===== src/rtl/render_queue.sv =====
// Avalon-MM slave FIFO of 48-bit render instructions feeding vga_display.
// Software stages the low word, then pushes; the display side pops from a show-ahead head.
module render_queue #(
  parameter int unsigned DEPTH           = 64,
  parameter logic [7:0]  DO_RENDER_MAGIC = 8'hFF
) (
  input  logic        clk50,
  input  logic        reset,
  input  logic        chipselect,
  input  logic        write,
  input  logic        read,
  input  logic [1:0]  address,
  input  logic [31:0] writedata,
  output logic [31:0] readdata,
  output logic [47:0] render_queue_dout,
  input  logic        render_queue_pop_front,
  output logic        queue_empty,
  output logic        queue_full
);

  localparam int unsigned PW = $clog2(DEPTH);
  localparam int unsigned CW = PW + 1;
  localparam logic [CW-1:0] FullCount = CW'(DEPTH);
  localparam logic [47:0]   EmptyFill = {DO_RENDER_MAGIC, 40'h0};

  logic [47:0]   r_mem [DEPTH];
  logic [PW-1:0] r_rd_ptr;
  logic [PW-1:0] r_wr_ptr;
  logic [CW-1:0] r_count;
  logic [15:0]   r_frames;
  logic [31:0]   r_stage_lo;
  logic [31:0]   r_readdata;
  logic          r_ovf;
  logic          r_unf;

  logic          w_wr_en;
  logic          w_rd_en;
  logic          w_push_req;
  logic          w_flush;
  logic          w_clr_sticky;
  logic          w_pop_ok;
  logic          w_push_ok;
  logic          w_unf_set;
  logic          w_ovf_set;
  logic          w_frame_inc;
  logic          w_frame_dec;
  logic [47:0]   w_entry;
  logic [47:0]   w_head;
  logic [11:0]   w_count12;
  logic [31:0]   w_status;
  logic [CW-1:0] w_count_nxt;
  logic [15:0]   w_frames_nxt;
  logic [31:0]   w_readdata_nxt;

  assign w_wr_en      = chipselect & write;
  assign w_rd_en      = chipselect & read;
  assign w_push_req   = w_wr_en && (address == 2'd1);
  assign w_flush      = w_wr_en && (address == 2'd2) && writedata[0];
  assign w_clr_sticky = w_wr_en && (address == 2'd2) && writedata[1];
  assign w_entry      = {writedata[15:0], r_stage_lo};
  assign w_head       = r_mem[r_rd_ptr];

  assign queue_empty  = (r_count == '0);
  assign queue_full   = (r_count == FullCount);

  // Pop is resolved first so a full queue can accept a push in the same cycle.
  assign w_pop_ok     = render_queue_pop_front && !queue_empty && !w_flush;
  assign w_unf_set    = render_queue_pop_front && queue_empty && !w_flush;
  assign w_push_ok    = w_push_req && (!queue_full || w_pop_ok);
  assign w_ovf_set    = w_push_req && !w_push_ok;

  assign w_frame_inc  = w_push_ok && (writedata[15:8] == DO_RENDER_MAGIC);
  assign w_frame_dec  = w_pop_ok && (w_head[47:40] == DO_RENDER_MAGIC);

  assign render_queue_dout = queue_empty ? EmptyFill : w_head;

  assign w_count12 = 12'(r_count);
  assign w_status  = {16'h0, w_count12, r_ovf, r_unf, queue_full, queue_empty};
  assign readdata  = r_readdata;

  always_comb begin
    w_count_nxt = r_count;
    if (w_flush) begin
      w_count_nxt = '0;
    end else if (w_push_ok && !w_pop_ok) begin
      w_count_nxt = r_count + CW'(1);
    end else if (w_pop_ok && !w_push_ok) begin
      w_count_nxt = r_count - CW'(1);
    end
  end

  // Frame counter saturates at both ends; simultaneous inc and dec cancel.
  always_comb begin
    w_frames_nxt = r_frames;
    if (w_flush) begin
      w_frames_nxt = '0;
    end else if (w_frame_inc && !w_frame_dec && (r_frames != 16'hFFFF)) begin
      w_frames_nxt = r_frames + 16'd1;
    end else if (w_frame_dec && !w_frame_inc && (r_frames != 16'h0000)) begin
      w_frames_nxt = r_frames - 16'd1;
    end
  end

  always_comb begin
    w_readdata_nxt = r_readdata;
    if (w_rd_en) begin
      case (address)
        2'd0:    w_readdata_nxt = w_status;
        2'd1:    w_readdata_nxt = {16'h0, r_frames};
        2'd2:    w_readdata_nxt = {8'h0, render_queue_dout[47:24]};
        default: w_readdata_nxt = {8'h0, render_queue_dout[23:0]};
      endcase
    end
  end

  always_ff @(posedge clk50 or posedge reset) begin
    if (reset) begin
      r_rd_ptr   <= '0;
      r_wr_ptr   <= '0;
      r_count    <= '0;
      r_frames   <= '0;
      r_stage_lo <= '0;
      r_readdata <= '0;
      r_ovf      <= 1'b0;
      r_unf      <= 1'b0;
    end else begin
      r_count    <= w_count_nxt;
      r_frames   <= w_frames_nxt;
      r_readdata <= w_readdata_nxt;
      // A same-cycle set wins over the software clear.
      r_ovf      <= (r_ovf & ~w_clr_sticky) | w_ovf_set;
      r_unf      <= (r_unf & ~w_clr_sticky) | w_unf_set;
      if (w_wr_en && (address == 2'd0)) begin
        r_stage_lo <= writedata;
      end
      if (w_flush) begin
        r_rd_ptr <= '0;
        r_wr_ptr <= '0;
      end else begin
        if (w_pop_ok) begin
          r_rd_ptr <= r_rd_ptr + PW'(1);
        end
        if (w_push_ok) begin
          r_wr_ptr <= r_wr_ptr + PW'(1);
        end
      end
    end
  end

  always_ff @(posedge clk50) begin
    if (w_push_ok) begin
      r_mem[r_wr_ptr] <= w_entry;
    end
  end

endmodule


===== config.mk =====
export PLATFORM = sky130hd
export DESIGN_NAME = render_queue
export DESIGN_NICKNAME = d
export VERILOG_FILES = /design/src/rtl/render_queue.sv
export SDC_FILE = /design/constraint.sdc
export NUM_CORES = 2
export LEC_CHECK = 0
export ABC_CLOCK_PERIOD_IN_PS = 7300
export CAP_MARGIN = 20
export CELL_PAD_IN_SITES_DETAIL_PLACEMENT = 2
export CELL_PAD_IN_SITES_GLOBAL_PLACEMENT = 2
export CORE_AREA = 2 2 498 500
export DETAILED_ROUTE_END_ITERATION = 12
export DIE_AREA = 0 0 500 502
export GPL_ROUTABILITY_DRIVEN = 0
export MAX_ROUTING_LAYER = met4
export PLACE_DENSITY = 0.78
export RECOVER_POWER = 25
export SLEW_MARGIN = 20
export SYNTH_ARGS = -nofsm -noshare
export SYNTH_HDL_FRONTEND = slang
export SYNTH_SLANG_ARGS = --single-unit
export TNS_END_PERCENT = 100

===== constraint.sdc =====
create_clock -name clk50 -period 7.3 [get_ports clk50]
set_clock_uncertainty 0.2 [all_clocks]
set_input_delay 2.19 -clock clk50 [delete_from_list [all_inputs] [get_ports clk50]]
set_output_delay 2.19 -clock clk50 [all_outputs]
set_load 0.03 [all_outputs]

==> results_dict.tcl, run 1 <==
set metrics [dict create \
    yosys_warnings 0 \
    io-pin-count 122 \
    die_w_um 500 \
    syn_area_um2 122000 \
    synth_cells 5098 \
    synth_flop_cell "edfxtp_1" \
    status "did not finish" \
    start_util_pct 49.8 \
    lastStage "detailed placement" \
    synth_edf_count 3072 \
    async_reset_ff_share_pct 2.94 \
    port_buffers 113 \
    synth_seq_area_share_pct 77.4 \
    dpl.hpwl_um 302000 \
    yosys.cell_types.count 63 \
    error "[ERROR DPL-0033] detailed placement checks failed during check placement." \
    die_h_um 502 \
    ys_seq_elements 3165 \
    syn-mean-instance-area_um2 24.0 \
    rows 182 \
]
## logic make-up after synthesis
logic type	count (synthesis)	share of synthesized area, %
simple gates	335	1.32
xor+xnor	26	0.186
fa+ha+maj	26	0.279
other cells	1	0.00307
buf+inv	291	1.13
flops	3165	77.4
mux	1088	18.8
compound gates	166	0.931
## cell usage after synthesis, types with 3 or more instances
| cell type | instances | area, um^2 |
|---|---|---|
| nand4_1 | 14 | 87.6 |
| nor3_1 | 10 | 50.1 |
| o211ai_1 | 7 | 52.6 |
| and3_1 | 9 | 56.3 |
| o2bb2ai_1 | 3 | 26.3 |
| nor2b_1 | 12 | 75.1 |
| a221oi_1 | 7 | 61.3 |
| or2_2 | 3 | 18.8 |
| o31ai_1 | 3 | 22.5 |
| edfxtp_1 | 3072 | 92200 |
| xor2_1 | 11 | 96.3 |
| dfrtp_1 | 93 | 2330 |
| buf_6 | 10 | 113 |
| nor4_1 | 9 | 56.3 |
| buf_1 | 52 | 195 |
| mux4_2 | 954 | 21500 |
| mux2i_1 | 64 | 641 |
| mux2_2 | 69 | 777 |
| nor2_1 | 110 | 413 |
| and3b_1 | 3 | 26.3 |
| nand3b_1 | 4 | 30.0 |
| nand2b_1 | 7 | 43.8 |
| xnor2_1 | 15 | 131 |
| o2111ai_1 | 4 | 35.0 |
| nand2_1 | 75 | 282 |
| and2_1 | 40 | 250 |
| inv_1 | 18 | 67.6 |
| a211o_1 | 3 | 26.3 |
| clkbuf_1 | 83 | 312 |
| or3_1 | 4 | 25.0 |
| a2bb2oi_1 | 3 | 26.3 |
| buf_2 | 106 | 531 |
| ha_1 | 24 | 300 |
| buf_4 | 21 | 158 |
| o22ai_1 | 6 | 37.5 |
| a21oi_1 | 26 | 130 |
| a21o_1 | 6 | 45.0 |
| o221ai_1 | 5 | 43.8 |
| nor3b_1 | 4 | 30.0 |
| a31oi_1 | 5 | 31.3 |
| nand3_1 | 27 | 135 |
| a211oi_1 | 13 | 97.6 |
| o21ai_0 | 33 | 165 |
| a22oi_1 | 26 | 195 |
## metrics by stage
step	hold slack (ns)	area, um^2	TNS (ns)	worst slack, ns	instances
after global placement	0.265	130000	0	0.408	8461
after floorplan	0.245	122000	-37.70	-0.367	5105
==> run 2: changes to the inputs <==
--- a/config.mk
+++ b/config.mk
@@ -7,14 +7,11 @@
 export LEC_CHECK = 0
 export ABC_CLOCK_PERIOD_IN_PS = 7300
 export CAP_MARGIN = 20
-export CELL_PAD_IN_SITES_DETAIL_PLACEMENT = 2
-export CELL_PAD_IN_SITES_GLOBAL_PLACEMENT = 2
-export CORE_AREA = 2 2 498 500
+export CORE_AREA = 2 2 594 596
 export DETAILED_ROUTE_END_ITERATION = 12
-export DIE_AREA = 0 0 500 502
+export DIE_AREA = 0 0 596 598
 export GPL_ROUTABILITY_DRIVEN = 0
-export MAX_ROUTING_LAYER = met4
-export PLACE_DENSITY = 0.78
+export PLACE_DENSITY_LB_ADDON = 0.15
 export RECOVER_POWER = 25
 export SLEW_MARGIN = 20
 export SYNTH_ARGS = -nofsm -noshare
==> run 2 against run 1 <==
Compared with the run above: the flow now finishes, with violations (capacitance limit, slew limit); area after synthesis is the same; synthesized cell count is the same.
==> results_dict.tcl, run 2 <==
set metrics [dict create \
    status "finished, violations left" \
    violations "capacitance limit, slew limit" \
    postCtsHoldBufs 0 \
    leakagePower_nw 44.4 \
    cp.required_ns 4.91 \
    largest_reg_flops 3072 \
    vias 59200 \
    die_w_um 596 \
    finalSetupTns_ns 0 \
    largest_register "r_mem" \
    htree_num_levels 5 \
    firstDrtPassIters 5 \
    peakVddDrop_uv 364 \
    grt_max_degree 68 \
    synth_flop_cell "edfxtp_1" \
    fin_crit_sh_pct 98.2 \
    final_cell_area_um2 143000 \
    clock-sinks 3165 \
    internal_power_w 0.0386 \
    start_kind "register" \
    end_kind "output port" \
    layout_commonest_cell "edfxtp_1" \
    crit_path_max_fanout 30 \
    grt_antenna_before_repair 25 \
    p_clk_share_pct 30.1 \
    path_clk_slew_ns 0.06 \
    port_buffers 113 \
    syn-mean-instance-area_um2 24.0 \
    die_h_um 598 \
    synthMostInstantiatedCell "edfxtp_1" \
    grt_overflow_total 0 \
    dr.first_iter.drc_count 7373 \
    ant_nets 0 \
    hp-class "register to register" \
    seqCellArea_um2 94600 \
    final_cell_mix "edfxtp_1 (3072), mux4_2 (954), clkbuf_16 (355)" \
    cts_buffer_depth 4 \
    rows 218 \
    synthTopCellsByCount "edfxtp_1 (3072), mux4_2 (954), nor2_1 (110), buf_2 (106), dfrtp_1 (93)" \
    clkLatencyLatePin_ns 0.96 \
    grt_util_all_layers_pct 21.6 \
    critPathKind "register to output port" \
    p_sw_w 0.0177 \
    whs_ns 0.289 \
    route.detailed.drc 0 \
    drv_cap 29 \
    async_reset_ff_share_pct 2.94 \
    ys_seq_elements 3165 \
    synthTopCellsByArea "edfxtp_1 (75%), mux4_2 (18%), dfrtp_1 (1.9%), mux2_2 (0.64%), mux2i_1 (0.52%)" \
    finish.net_count 5704 \
    die_area_um2 356000 \
    numPlacedInstances 9898 \
    viasPerCell 5.61 \
    finalSetupViolations 0 \
    finalCriticalPeriod_ns 7.17 \
    yosys_warnings 0 \
    final_cells 10600 \
    seqPwrFrac_pct 37.9 \
    slew_headroom_pct -101 \
    area_growth_pct 17.0 \
    yosys.cell_types.count 63 \
    synth_top_cell_area_share_pct 75.5 \
    detail_route.wl_per_cell_um 36.8 \
    drv_slew 1898 \
    synth_edf_count 3072 \
    r2r_cells 22 \
    grt_pass1_wl_um 528000 \
    cts_buffers 350 \
    worst_slew_pin_slew_ns 3.02 \
    switching_share_pct 31.5 \
    fillerInstances 30500 \
    hold_viol 0 \
    timing.fmax_mhz 140 \
    multi_input_area_um2 26800 \
    placed_cell_area_um2 132000 \
    cts_tree "done" \
    critPathArrivalTime_ns 4.78 \
    synth_seq_area_share_pct 77.4 \
    core-area_um2 351000 \
    root_buffer "clkbuf_16" \
    power.density_nw_per_um2 394 \
    io-pin-count 122 \
    dpl.hpwl_um 210000 \
    start_util_pct 34.8 \
    synth_cells 5098 \
    power_frac_comb_pct 32.0 \
    synth_top_cell_by_area "edfxtp_1" \
    rsz0062_at_grt "no" \
    hold_depth 2 \
    syn_area_um2 122000 \
    routed_wl_um 389000 \
    drive_gt1_share_pct 32.4 \
    grt_pass1_vias 60200 \
]
==> run 2: cell counts after synthesis <==
Identical to the previous run, type by type.
==> run 2: stage by stage <==
stage | util (%) | worst slack [ns] | total power, W
global route | 40.7 | 0.0133 | 0.0583
floorplan | - | -0.367 | 0.0324
finish | 40.7 | 0.133 | 0.0563
detailed placement | 37.6 | 0.355 | 0.0398
global placement | 37.6 | 0.221 | 0.0398
CTS | 40.8 | 0.00311 | 0.0569
==> run 2: power by group through the flow <==
stage / combinational, W / clock, W / sequential [W]
floorplan: 0.0106 / 0 / 0.0218
global placement: 0.0181 / 0 / 0.0217
detailed placement: 0.0182 / 0 / 0.0217
CTS: 0.0184 / 0.0173 / 0.0212
global route: 0.0189 / 0.0180 / 0.0214
finish: 0.0180 / 0.0170 / 0.0213
==> run 2: routing by layer <==
layer  track usage [%]  routed length (um)
met4              7.09               12800
met1              30.2              166000
met2              35.3              189000
met5                 0                   0
met3              2.55               20500
==> run 2: cell families (layout without fill, tap and decap cells) <==
family          after synthesis  in the layout  synth area share [%]
fa+ha+maj                    26             26                 0.279
compound gates              166            166                 0.931
mux                        1088           1088                  18.8
flops                      3165           3165                  77.4
other cells                   1             30               0.00307
xor+xnor                     26             26                 0.186
buf+inv                     291           1100                  1.13
simple gates                335            335                  1.32
==> run 2: path summary, 6_finish.rpt <==
kind,start,endpoint,slack (ns)
setup / recovery,r_rd_ptr[3],render_queue_dout[24],0.13
max in group asynchronous,reset,r_rd_ptr[4],4.47
hold / removal,readdata[18],readdata[18],0.29
setup reg to reg,r_rd_ptr[1],r_frames[15],0.76
min in group asynchronous,reset,readdata[5],1.52
hold reg to reg,readdata[18],readdata[18],0.29
==> run 2: layout make-up <==
class                      instances  area share [%]
sequential                      3165            66.2
multi-input combinational       1649            18.8
clock buffer                     460            6.55
tap                             4620            4.04
timing repair buffer             453            3.32
clock inverter                   168            1.03
inverter                          19          0.0587
antenna                           22          0.0385
==> run 2: critical path: stages (launching register included) <==
cell and delay (ns):
dfrtp_2 0.66, inv_8 0.53, buf_12 0.31, mux4_2 0.61, mux4_2 0.67, and2_1 0.27
clkdlybuf4s50_1 0.60
==> run 2: what timing repair did <==
item	in CTS	in global routing
resized for setup	7	5
setup endpoints to repair	33	6
setup buffers	8	0
gates cloned	0	0
(Power assumes the default switching activity.)
